$ cat src/rtl/vga_timing_gen_if.sv
// Video timing bus: config handshake in, timing/strobes/fetch requests out.
// master: the framebuffer/host side (drives cfg_*, observes timing).
// slave:  the timing generator.
interface vga_timing_gen_if #(
    parameter int unsigned CNT_W = 12
);
    logic             cfg_vld;
    logic [CNT_W-1:0] cfg_x_active;
    logic [CNT_W-1:0] cfg_y_active;
    logic             cfg_rdy;
    logic             cfg_pending;
    logic             pix_ce;
    logic             hsync;
    logic             vsync;
    logic             display;
    logic [CNT_W-1:0] x_coord;
    logic [CNT_W-1:0] y_coord;
    logic             row_done;
    logic             frame_done;
    logic             fetch_vld;
    logic [CNT_W-1:0] fetch_x;

    modport master (
        output cfg_vld, cfg_x_active, cfg_y_active,
        input  cfg_rdy, cfg_pending, pix_ce, hsync, vsync, display,
               x_coord, y_coord, row_done, frame_done, fetch_vld, fetch_x
    );

    modport slave (
        input  cfg_vld, cfg_x_active, cfg_y_active,
        output cfg_rdy, cfg_pending, pix_ce, hsync, vsync, display,
               x_coord, y_coord, row_done, frame_done, fetch_vld, fetch_x
    );
endinterface

$ cat src/rtl/vga_timing_gen.sv
// Parametrised VGA timing generator with pixel clock-enable divider,
// lead-ahead fetch strobe and frame-boundary active-size reprogramming.
// Ports: clk, rst_n (synchronous, active low), bus (vga_timing_gen_if.slave):
//   cfg_vld/cfg_x_active/cfg_y_active/cfg_rdy/cfg_pending  size handshake
//   pix_ce                                                 pixel tick
//   hsync/vsync/display/x_coord/y_coord                    video timing
//   row_done/frame_done                                    end-of-line/frame
//   fetch_vld/fetch_x                                      framebuffer fetch
module vga_timing_gen #(
    parameter int unsigned X_ACTIVE      = 800,
    parameter int unsigned X_FRONT_PORCH = 56,
    parameter int unsigned X_SYNC_PULSE  = 128,
    parameter int unsigned X_BACK_PORCH  = 64,
    parameter int unsigned X_POL         = 1,
    parameter int unsigned Y_ACTIVE      = 600,
    parameter int unsigned Y_FRONT_PORCH = 37,
    parameter int unsigned Y_SYNC_PULSE  = 6,
    parameter int unsigned Y_BACK_PORCH  = 23,
    parameter int unsigned Y_POL         = 1,
    parameter int unsigned CLK_DIV       = 2,
    parameter int unsigned LEAD          = 2,
    parameter int unsigned CNT_W         = 12
) (
    input logic             clk,
    input logic             rst_n,
    vga_timing_gen_if.slave bus
);
    localparam int unsigned H_BLK = X_FRONT_PORCH + X_SYNC_PULSE + X_BACK_PORCH;
    localparam int unsigned V_BLK = Y_FRONT_PORCH + Y_SYNC_PULSE + Y_BACK_PORCH;
    localparam int unsigned X_MAX = (1 << CNT_W) - 1 - H_BLK;
    localparam int unsigned Y_MAX = (1 << CNT_W) - 1 - V_BLK;
    localparam int unsigned DIV_W = (CLK_DIV > 1) ? $clog2(CLK_DIV) : 1;
    localparam int unsigned FT_W  = CNT_W + 1;
    localparam logic        HS_ON = 1'(X_POL);
    localparam logic        VS_ON = 1'(Y_POL);

    logic [DIV_W-1:0] div_q, div_d;
    logic [CNT_W-1:0] h_cnt_q, h_cnt_d, v_cnt_q, v_cnt_d;
    logic [CNT_W-1:0] x_act_q, x_act_d, y_act_q, y_act_d;
    logic [CNT_W-1:0] sh_x_q, sh_x_d, sh_y_q, sh_y_d;
    logic             cfg_pending_q, cfg_pending_d;
    logic             hsync_q, hsync_d, vsync_q, vsync_d, display_q, display_d;
    logic [CNT_W-1:0] x_coord_q, x_coord_d, y_coord_q, y_coord_d;
    logic             row_done_q, row_done_d, frame_done_q, frame_done_d;
    logic             fetch_vld_q, fetch_vld_d;
    logic [CNT_W-1:0] fetch_x_q, fetch_x_d;

    logic             pix_ce_c, h_last_c, v_last_c, in_act_c, stb_c;
    logic [CNT_W-1:0] h_tot_c, v_tot_c, fl_c;
    logic [FT_W-1:0]  ft_c;

    function automatic logic [CNT_W-1:0] clamp(input logic [CNT_W-1:0] v,
                                               input logic [CNT_W-1:0] hi);
        if (v == '0) return CNT_W'(1);
        if (v > hi)  return hi;
        return v;
    endfunction

    // Next-state: divider, counters, config shadow, registered decodes
    always_comb begin
        pix_ce_c = (div_q == DIV_W'(CLK_DIV - 1));
        h_tot_c  = x_act_q + CNT_W'(H_BLK);
        v_tot_c  = y_act_q + CNT_W'(V_BLK);
        h_last_c = (h_cnt_q == h_tot_c - 1'b1);
        v_last_c = (v_cnt_q == v_tot_c - 1'b1);
        in_act_c = (h_cnt_q < x_act_q) && (v_cnt_q < y_act_q);
        // Counters changed on the previous edge (or just left reset):
        // single-clk strobes fire only on this first decode of a position.
        stb_c    = (div_q == '0);

        div_d         = pix_ce_c ? '0 : div_q + 1'b1;
        h_cnt_d       = h_cnt_q;
        v_cnt_d       = v_cnt_q;
        x_act_d       = x_act_q;
        y_act_d       = y_act_q;
        sh_x_d        = sh_x_q;
        sh_y_d        = sh_y_q;
        cfg_pending_d = cfg_pending_q;

        if (pix_ce_c) begin
            if (h_last_c) begin
                h_cnt_d = '0;
                v_cnt_d = v_last_c ? '0 : v_cnt_q + 1'b1;
                // Frame wrap: swap in the shadow size atomically.
                if (v_last_c && cfg_pending_q) begin
                    x_act_d       = sh_x_q;
                    y_act_d       = sh_y_q;
                    cfg_pending_d = 1'b0;
                end
            end else begin
                h_cnt_d = h_cnt_q + 1'b1;
            end
        end

        // Pending blocks acceptance, including on the applying clk.
        if (bus.cfg_vld && !cfg_pending_q) begin
            sh_x_d        = clamp(bus.cfg_x_active, CNT_W'(X_MAX));
            sh_y_d        = clamp(bus.cfg_y_active, CNT_W'(Y_MAX));
            cfg_pending_d = 1'b1;
        end

        hsync_d = ((h_cnt_q >= x_act_q + CNT_W'(X_FRONT_PORCH)) &&
                   (h_cnt_q <  x_act_q + CNT_W'(X_FRONT_PORCH + X_SYNC_PULSE)))
                  ? HS_ON : ~HS_ON;
        vsync_d = ((v_cnt_q >= y_act_q + CNT_W'(Y_FRONT_PORCH)) &&
                   (v_cnt_q <  y_act_q + CNT_W'(Y_FRONT_PORCH + Y_SYNC_PULSE)))
                  ? VS_ON : ~VS_ON;
        display_d    = in_act_c;
        x_coord_d    = in_act_c ? h_cnt_q : '0;
        y_coord_d    = in_act_c ? v_cnt_q : '0;
        row_done_d   = stb_c && in_act_c && (h_cnt_q == x_act_q - 1'b1);
        frame_done_d = row_done_d && (v_cnt_q == y_act_q - 1'b1);

        // Fetch target LEAD ticks ahead; LEAD never exceeds blanking,
        // so at most one line wrap is possible.
        ft_c = {1'b0, h_cnt_q} + FT_W'(LEAD);
        fl_c = v_cnt_q;
        if (ft_c >= {1'b0, h_tot_c}) begin
            ft_c = ft_c - {1'b0, h_tot_c};
            fl_c = v_last_c ? '0 : v_cnt_q + 1'b1;
        end
        fetch_vld_d = stb_c && (ft_c < {1'b0, x_act_q}) && (fl_c < y_act_q);
        fetch_x_d   = fetch_vld_d ? ft_c[CNT_W-1:0] : '0;
    end

    // State and output registers
    always_ff @(posedge clk) begin
        if (!rst_n) begin
            div_q         <= '0;
            h_cnt_q       <= '0;
            v_cnt_q       <= '0;
            x_act_q       <= CNT_W'(X_ACTIVE);
            y_act_q       <= CNT_W'(Y_ACTIVE);
            sh_x_q        <= CNT_W'(X_ACTIVE);
            sh_y_q        <= CNT_W'(Y_ACTIVE);
            cfg_pending_q <= 1'b0;
            hsync_q       <= ~HS_ON;
            vsync_q       <= ~VS_ON;
            display_q     <= 1'b0;
            x_coord_q     <= '0;
            y_coord_q     <= '0;
            row_done_q    <= 1'b0;
            frame_done_q  <= 1'b0;
            fetch_vld_q   <= 1'b0;
            fetch_x_q     <= '0;
        end else begin
            div_q         <= div_d;
            h_cnt_q       <= h_cnt_d;
            v_cnt_q       <= v_cnt_d;
            x_act_q       <= x_act_d;
            y_act_q       <= y_act_d;
            sh_x_q        <= sh_x_d;
            sh_y_q        <= sh_y_d;
            cfg_pending_q <= cfg_pending_d;
            hsync_q       <= hsync_d;
            vsync_q       <= vsync_d;
            display_q     <= display_d;
            x_coord_q     <= x_coord_d;
            y_coord_q     <= y_coord_d;
            row_done_q    <= row_done_d;
            frame_done_q  <= frame_done_d;
            fetch_vld_q   <= fetch_vld_d;
            fetch_x_q     <= fetch_x_d;
        end
    end

    assign bus.cfg_rdy     = ~cfg_pending_q;
    assign bus.cfg_pending = cfg_pending_q;
    assign bus.pix_ce      = pix_ce_c;
    assign bus.hsync       = hsync_q;
    assign bus.vsync       = vsync_q;
    assign bus.display     = display_q;
    assign bus.x_coord     = x_coord_q;
    assign bus.y_coord     = y_coord_q;
    assign bus.row_done    = row_done_q;
    assign bus.frame_done  = frame_done_q;
    assign bus.fetch_vld   = fetch_vld_q;
    assign bus.fetch_x     = fetch_x_q;
endmodule

$ cat src/flat_wrapper.sv
// flat-port wrapper written by rule: the top's interface ports become plain ports
module vga_timing_gen_flat 
#(
    parameter int unsigned X_ACTIVE      = 800,
    parameter int unsigned X_FRONT_PORCH = 56,
    parameter int unsigned X_SYNC_PULSE  = 128,
    parameter int unsigned X_BACK_PORCH  = 64,
    parameter int unsigned X_POL         = 1,
    parameter int unsigned Y_ACTIVE      = 600,
    parameter int unsigned Y_FRONT_PORCH = 37,
    parameter int unsigned Y_SYNC_PULSE  = 6,
    parameter int unsigned Y_BACK_PORCH  = 23,
    parameter int unsigned Y_POL         = 1,
    parameter int unsigned CLK_DIV       = 2,
    parameter int unsigned LEAD          = 2,
    parameter int unsigned CNT_W         = 12
)
  (clk, rst_n, bus_cfg_vld, bus_cfg_x_active, bus_cfg_y_active, bus_cfg_rdy, bus_cfg_pending, bus_pix_ce, bus_hsync, bus_vsync, bus_display, bus_x_coord, bus_y_coord, bus_row_done, bus_frame_done, bus_fetch_vld, bus_fetch_x);
  vga_timing_gen_if #(.CNT_W(CNT_W)) bus_i ();
  input logic clk;
  input logic rst_n;
  input wire logic [$bits(bus_i.cfg_vld)-1:0] bus_cfg_vld;
  input wire logic [$bits(bus_i.cfg_x_active)-1:0] bus_cfg_x_active;
  input wire logic [$bits(bus_i.cfg_y_active)-1:0] bus_cfg_y_active;
  output wire logic [$bits(bus_i.cfg_rdy)-1:0] bus_cfg_rdy;
  output wire logic [$bits(bus_i.cfg_pending)-1:0] bus_cfg_pending;
  output wire logic [$bits(bus_i.pix_ce)-1:0] bus_pix_ce;
  output wire logic [$bits(bus_i.hsync)-1:0] bus_hsync;
  output wire logic [$bits(bus_i.vsync)-1:0] bus_vsync;
  output wire logic [$bits(bus_i.display)-1:0] bus_display;
  output wire logic [$bits(bus_i.x_coord)-1:0] bus_x_coord;
  output wire logic [$bits(bus_i.y_coord)-1:0] bus_y_coord;
  output wire logic [$bits(bus_i.row_done)-1:0] bus_row_done;
  output wire logic [$bits(bus_i.frame_done)-1:0] bus_frame_done;
  output wire logic [$bits(bus_i.fetch_vld)-1:0] bus_fetch_vld;
  output wire logic [$bits(bus_i.fetch_x)-1:0] bus_fetch_x;
  assign bus_i.cfg_vld = bus_cfg_vld;
  assign bus_i.cfg_x_active = bus_cfg_x_active;
  assign bus_i.cfg_y_active = bus_cfg_y_active;
  assign bus_cfg_rdy = bus_i.cfg_rdy;
  assign bus_cfg_pending = bus_i.cfg_pending;
  assign bus_pix_ce = bus_i.pix_ce;
  assign bus_hsync = bus_i.hsync;
  assign bus_vsync = bus_i.vsync;
  assign bus_display = bus_i.display;
  assign bus_x_coord = bus_i.x_coord;
  assign bus_y_coord = bus_i.y_coord;
  assign bus_row_done = bus_i.row_done;
  assign bus_frame_done = bus_i.frame_done;
  assign bus_fetch_vld = bus_i.fetch_vld;
  assign bus_fetch_x = bus_i.fetch_x;
  vga_timing_gen #(.X_ACTIVE(X_ACTIVE), .X_FRONT_PORCH(X_FRONT_PORCH), .X_SYNC_PULSE(X_SYNC_PULSE), .X_BACK_PORCH(X_BACK_PORCH), .X_POL(X_POL), .Y_ACTIVE(Y_ACTIVE), .Y_FRONT_PORCH(Y_FRONT_PORCH), .Y_SYNC_PULSE(Y_SYNC_PULSE), .Y_BACK_PORCH(Y_BACK_PORCH), .Y_POL(Y_POL), .CLK_DIV(CLK_DIV), .LEAD(LEAD), .CNT_W(CNT_W)) u_core (.clk(clk), .rst_n(rst_n), .bus(bus_i));
endmodule
$ cat config.mk
export PLATFORM = sky130hd
export DESIGN_NAME = vga_timing_gen_flat
export DESIGN_NICKNAME = d
export VERILOG_FILES = /design/src/rtl/vga_timing_gen_if.sv /design/src/rtl/vga_timing_gen.sv /design/src/flat_wrapper.sv
export SDC_FILE = /design/constraint.sdc
export NUM_CORES = 1
export LEC_CHECK = 0
export CAP_MARGIN = 10
export CORE_ASPECT_RATIO = 1.4
export CORE_MARGIN = 2
export CORE_UTILIZATION = 40
export DETAILED_ROUTE_END_ITERATION = 12
export GPL_TIMING_DRIVEN = 0
export PLACE_DENSITY = 0.55
export SLEW_MARGIN = 20
export SYNTH_ARGS = -nofsm -noshare
export SYNTH_HDL_FRONTEND = slang
export SYNTH_SLANG_ARGS = --single-unit
export TNS_END_PERCENT = 50
$ cat constraint.sdc
create_clock -name clk -period 10.05 [get_ports clk]
set_input_delay 2.5125 -clock clk [delete_from_list [all_inputs] [get_ports clk]]
set_output_delay 2.5125 -clock clk [all_outputs]
set_load 0.05 [all_outputs]
# ---- Yosys cells after proc, flatten, opt, wreduce, memory -nomap -nowiden
# Cells that the tools add are included.
dict set report word_totals {
  wordCells 100
  input_bits 27
  out_inout_bits 45
  register_bits 116
}
dict set report classes {
  n_eq_ne 4
  add_sub_neg 15
  n_bitwise 3
  n_lt_le_gt_ge 11
  reduce_logical 22
  muxes 28
}
# operator n
set ops {}
lappend ops {{two-way mux 12 bit} 11}
lappend ops {{< comparator 12 bit} 5}
lappend ops {{equality test 12 bit} 4}
lappend ops {{subtractor 12 x 1 -> 12 bit, second input constant} 4}
lappend ops {{adder 12 x 6 -> 12 bit, second input constant} 3}
lappend ops {{adder 12 x 1 -> 12 bit, second input constant} 2}
lappend ops {{adder 12 x 8 -> 12 bit, second input constant} 2}
lappend ops {{greater-or-equal comparator 12 bit} 2}
lappend ops {{greater-than comparator 12 bit, second input constant} 2}
lappend ops {{zero test 12 bit} 2}
lappend ops {{two-way mux 1 bit} 16}
lappend ops {{adder 12 x 2 -> 13 bit, second input constant} 1}
lappend ops {{greater-or-equal comparator 13 x 12 -> 1 bit} 1}
lappend ops {{< comparator 13 x 12 -> 1 bit} 1}
lappend ops {{two-way mux 13 bit} 1}
lappend ops {{subtractor 13 x 12 -> 13 bit} 1}
lappend ops {{adder 12 x 7 -> 12 bit, second input constant} 1}
lappend ops {{logical AND 1 bit} 10}
lappend ops {{AND reduction 2 bit} 3}
lappend ops {{AND reduction 3 bit} 2}
lappend ops {{nonzero test 2 bit} 3}
lappend ops {{inverter 1 bit} 3}
lappend ops {{OR reduction 2 bit} 1}
lappend ops {{adder 1 bit, second input constant} 1}
lappend ops {{zero test 1 bit} 1}

# ---- Logic depth before layout (Yosys ltp)
dict set report depth {
  depth_word 8
  depth_mapped 27
  ltp_nobuf 25
}

# ---- Least setup slack after synthesis
# Ideal clock, no wire load.
dict set report synth_path {
  kind {register to register}
  startpoint {register u_core.x_act_q[3]}
  endpoint {register u_core.fetch_x_q[1], in the netlist u_core.bus.fetch_x[1]}
  arrival_ns 4.986
  stages_incl_launch_ff 27
  setup_slack_ns 5.005
  synth_period_minus_slack_ns 5.045
  t_required_ns 9.991
  n_path_buf 3
  setup_time_ns 0.059
  path_cell_list {dfxtp_1 -> inv_1 -> ha_1 -> buf_4 -> nor4b_4 -> nor3_1 -> nor2_1 -> ha_1 -> nor2_1 -> a31oi_1 -> o311ai_1 -> o211ai_1 -> clkbuf_1 -> o21ai_0 -> a22o_1 -> ha_1 -> a21o_1 -> a21oi_1 -> nor2b_1 -> a2111oi_0 -> o211ai_1 -> a21oi_1 -> o41ai_1 -> a211o_1 -> inv_2 -> buf_4 -> and2_1}
}
dict set report synth_via {
  elab_chain_cells 7
  word_cells_on_any_way 10
}
# element line_no
set synth_rtl {}
lappend synth_rtl {{start: declaration} vga_timing_gen.sv:39} ;# logic [CNT_W-1:0] x_act_q, x_act_d, y_act_q, y_act_d;
lappend synth_rtl {{start signal: assignment} vga_timing_gen.sv:132} ;# x_act_q <= CNT_W'(X_ACTIVE);
lappend synth_rtl {{start signal: assignment} vga_timing_gen.sv:150} ;# x_act_q <= x_act_d;
lappend synth_rtl {{adder 12 x 8 -> 12 bit} vga_timing_gen.sv:62} ;# h_tot_c = x_act_q + CNT_W'(H_BLK);
lappend synth_rtl {{subtractor 13 x 12 -> 13 bit / greater-or-equal comparator 13 x 12 -> 1 bit (equally long branches)} {vga_timing_gen.sv:119, vga_timing_gen.sv:118}}
lappend synth_rtl {{two-way mux 13 bit} vga_timing_gen.sv:118} ;# if (ft_c >= {1'b0, h_tot_c}) begin
lappend synth_rtl {{< comparator 13 x 12 -> 1 bit} vga_timing_gen.sv:122} ;# fetch_vld_d = stb_c && (ft_c < {1'b0, x_act_q}) && (fl_c < y_act_q);
lappend synth_rtl {{logical AND 1 bit (2 in series)} vga_timing_gen.sv:122}
lappend synth_rtl {{AND reduction 2 bit (no line)} n/a}
lappend synth_rtl {{end signal: assignment} vga_timing_gen.sv:163} ;# fetch_x_q <= fetch_x_d;
lappend synth_rtl {{end: declaration} vga_timing_gen.sv:46} ;# logic [CNT_W-1:0] fetch_x_q, fetch_x_d;
# Several ways; a longest one is shown, not always the timed one.
# A chain may end at the register's enable or synchronous reset.

# ---- Worst setup path after layout
dict set report layout_path {
  startpoint {register u_core.x_act_q[3]}
  endpoint {register u_core.fetch_x_q[2], in the netlist u_core.bus.fetch_x[2]}
}
# The elaborated chain is that of the path after synthesis.

==> results.toml <==
[die]
io_pins = 72
initial_core_util = 0.4071
floorplan.core_area_mm2 = 0.02261
num_rows = 65
die_h_um = 183.5
floorplan_die_area_mm2 = 0.02426
die_width_um = 132.2

[sta]
finClkSkew_ps = 16.44
report.final.setup_viol = 0
aggregate_negative_setup_slack_ps = 0
transition_at_the_pin_with_the_smallest_max_transition_slack_ps = 866.0
worst_slew_margin_rel = 0.4201
drv_slew = 0
hold_slack_ps = 469.9
min_period_ps = 6744
layout_worst_path_cycle_share = 0.6711
timing.fmax_mhz = 148.3
grt_setup_unrepaired = "false"
timing_hold_violations_final = 0

[clock_tree]
clockRootBuffer = "clkbuf_16"
tritoncts.num_buffers = 17
cts_resized = 0
clock_sinks = 116
cts-htree-levels = 4
clk_pin_slew_worst_paths_ps = 50
postCtsSetupRepairBufs = 0
insertion_delay_ps = 430
tritoncts = "built"
cts_hold_buffers = 0
clk_path_buf_depth = 2

[global_routing]
via_count_of_the_first_global_routing_pass = 8371
grt_antenna_before_repair = 0
grt.total_usage = 0.2406
grt_max_degree = 17
grt_pass1_wl_um = 45090
global_route.overflow_total = 0

[drt]
drt_drc_violations_left = 0
detailedRoute.firstPassIterationCount = 5
routed_wl_um = 28700
antenna_violating_nets_post_route = 0
drt_iter0_markers = 385
total_via_count_after_detailed_routing = 8397
viasPerCell = 5.503
avgRoutedWirePerCell_um = 18.81

[place]
place.detailed.hpwl_um = 22870
gpl.final_weighted_congestion = 0.9176
buffer_ports.inserted = 71

[power_and_ir_drop]
leakagePower_nw = 4.312
power.density_cell_area_mw_per_mm2 = 106.3
vdd.ir_drop.worst_v = 0.0001128
report.power.total_w = 0.001156

[layout]
post_route_cells_drive_above_1_share = 0.07265
antennaDiodeCount = 0
mostFrequentLayoutCells = "dfxtp_1 (116), ha_1 (101), nand2_1 (96)"
relative_area_change_from_synthesis_to_final_layout_pct = 18.19
nets = 1343
layout_commonest_cell = "dfxtp_1"

[critical_path]
critical_path_depth = 26
worstPathArrival_ps = 7110
slowest_stage = "o211ai_1"
timing.critical_path.buf_inv = 5
cp_most_frequent_cell = "ha_1"
startpoint_type = "register"
critical-path-top-delay-family = "compound AO/OA/AOI/OAI gates"
critical_path_class = "reg -> reg"
critical_path_required_ps = 10420
critical_path_peak_fanout = 11
timing.reg2reg.worst_path_depth = 26
endpoint_kind = "register"
critical_path.max_stage_delay_ps = 720

[synth]
synth-main-ff-cell = "dfxtp_1"
ys_ff_latch = 116
netlist_instances = 1123
async_flop_share = 0
synth.yosys.seq_area_share = 0.2523
syn_nets = 1253
synth_cell_type_count = 78
synth_edf_count = 0
yosys_warnings = 0
mappedNetlistArea_mm2 = 0.009204
postSynthAreaPerCell_um2 = 8.196

[hold_path]
hold_class = "reg -> reg"
timing.hold.worst_path_depth = 2

[status]
outcome = "finished clean"

[run]
max-cap-violations = 0
==> sequential cells by signal, summed over array words and instances (netlist names), 12 cells and up <==
| name | flops |
|---|---|
| u_core.bus.fetch_x | 12 |
| u_core.bus.x_coord | 12 |
| u_core.bus.y_coord | 12 |
| u_core.h_cnt_q | 12 |
| u_core.sh_x_q | 12 |
| u_core.sh_y_q | 12 |
| u_core.v_cnt_q | 12 |
| u_core.x_act_q | 12 |
| u_core.y_act_q | 12 |
==> path summary, 6_finish.rpt <==
path	start	end	slack [ps]
setup / recovery	u_core.x_act_q[3]	u_core.bus.fetch_x[2]	3310
hold reg to reg	u_core.sh_y_q[6]	u_core.sh_y_q[6]	470
hold / removal	u_core.sh_y_q[6]	u_core.sh_y_q[6]	470
setup reg to reg	u_core.x_act_q[3]	u_core.bus.fetch_x[2]	3310
==> through the flow <==
stage | worst slack (ps) | utilization | instance area, um2 | cells
6_report | 3306 | 0.4811 | 10880 | 1526
4_1_cts | 3270 | 0.4811 | 10880 | 1526
3_5_place_dp | 3306 | 0.4552 | 10290 | 1495
3_3_place_gp | 3267 | 0.4552 | 10290 | 1495
2_1_floorplan | 5005 | - | 9204 | 1123
5_1_grt | 2754 | 0.4811 | 10880 | 1526
==> power by group <==
group	switching (W)	leakage, nW	internal [W]
sequential	0.00000643	0.941	0.000469
clock	0.000226	0.285	0.000389
combinational	0.0000383	3.09	0.0000273
total	0.000271	4.31	0.000885
==> routing by layer <==
layer | routed length (um) | vias to the layer above | track usage | share of wire
met5 | 0 | - | 0 | 0
met4 | 1608 | 0 | 0.1437 | 0.056
met3 | 752 | 81 | 0.03502 | 0.026
met2 | 15160 | 200 | 0.4558 | 0.53
met1 | 11180 | 3935 | 0.2499 | 0.39
li1 | - | 4181 | - | -
==> Yosys cell counts, types with 26 or more instances <==
cell type | n | area share
nand3_1 | 44 | 0.024
and2_1 | 32 | 0.022
nor2_1 | 83 | 0.034
ha_1 | 101 | 0.14
dfxtp_1 | 116 | 0.25
nor2b_1 | 43 | 0.029
a21oi_1 | 50 | 0.027
inv_1 | 43 | 0.018
o21ai_0 | 56 | 0.030
xnor2_1 | 82 | 0.078
xor2_1 | 26 | 0.025
nand2_1 | 96 | 0.039
==> final cells by class <==
type / instances / area [um2]
timing repair buffer: 71 / 710.7
inverter: 50 / 187.7
tap: 301 / 376.6
clock inverter: 8 / 98.84
buffer: 60 / 324.1
sequential: 116 / 2322
clock buffer: 23 / 488.0
multi-input combinational: 897 / 6370
fill: 2297 / 11730
==> logic make-up (layout without fill, tap and decap cells) <==
logic type	count (synthesis)	count (layout)	synth area share
xor gates and xnor gates	110	110	0.1063
AOI/OAI and AO/OA	250	250	0.1873
muxes	22	22	0.02433
adders and majority gates	103	103	0.1417
DFF	116	116	0.2523
and+or+nand+nor	412	412	0.2325
buffers and inverters	110	212	0.05560
==> worst reg2reg max path: stages, from the launching register on <==
cell	delay [ps]
dfxtp_1	680
inv_1	310
ha_1	280
buf_4	170
nor4b_4	150
o21a_1	210
nor2_1	310
ha_1	320
nor2_1	60
a31oi_1	210
o311ai_1	160
o211ai_1	720
clkbuf_1	520
o21ai_0	180
a22o_1	220
ha_1	290
a21o_1	180
a21oi_1	150
nor2b_1	70
a2111oi_0	490
o211ai_1	160
a21oi_1	140
o41ai_1	80
a211o_1	300
inv_2	60
buf_4	140
and2_1	130
Note: power is estimated with default switching activity, not from simulation.
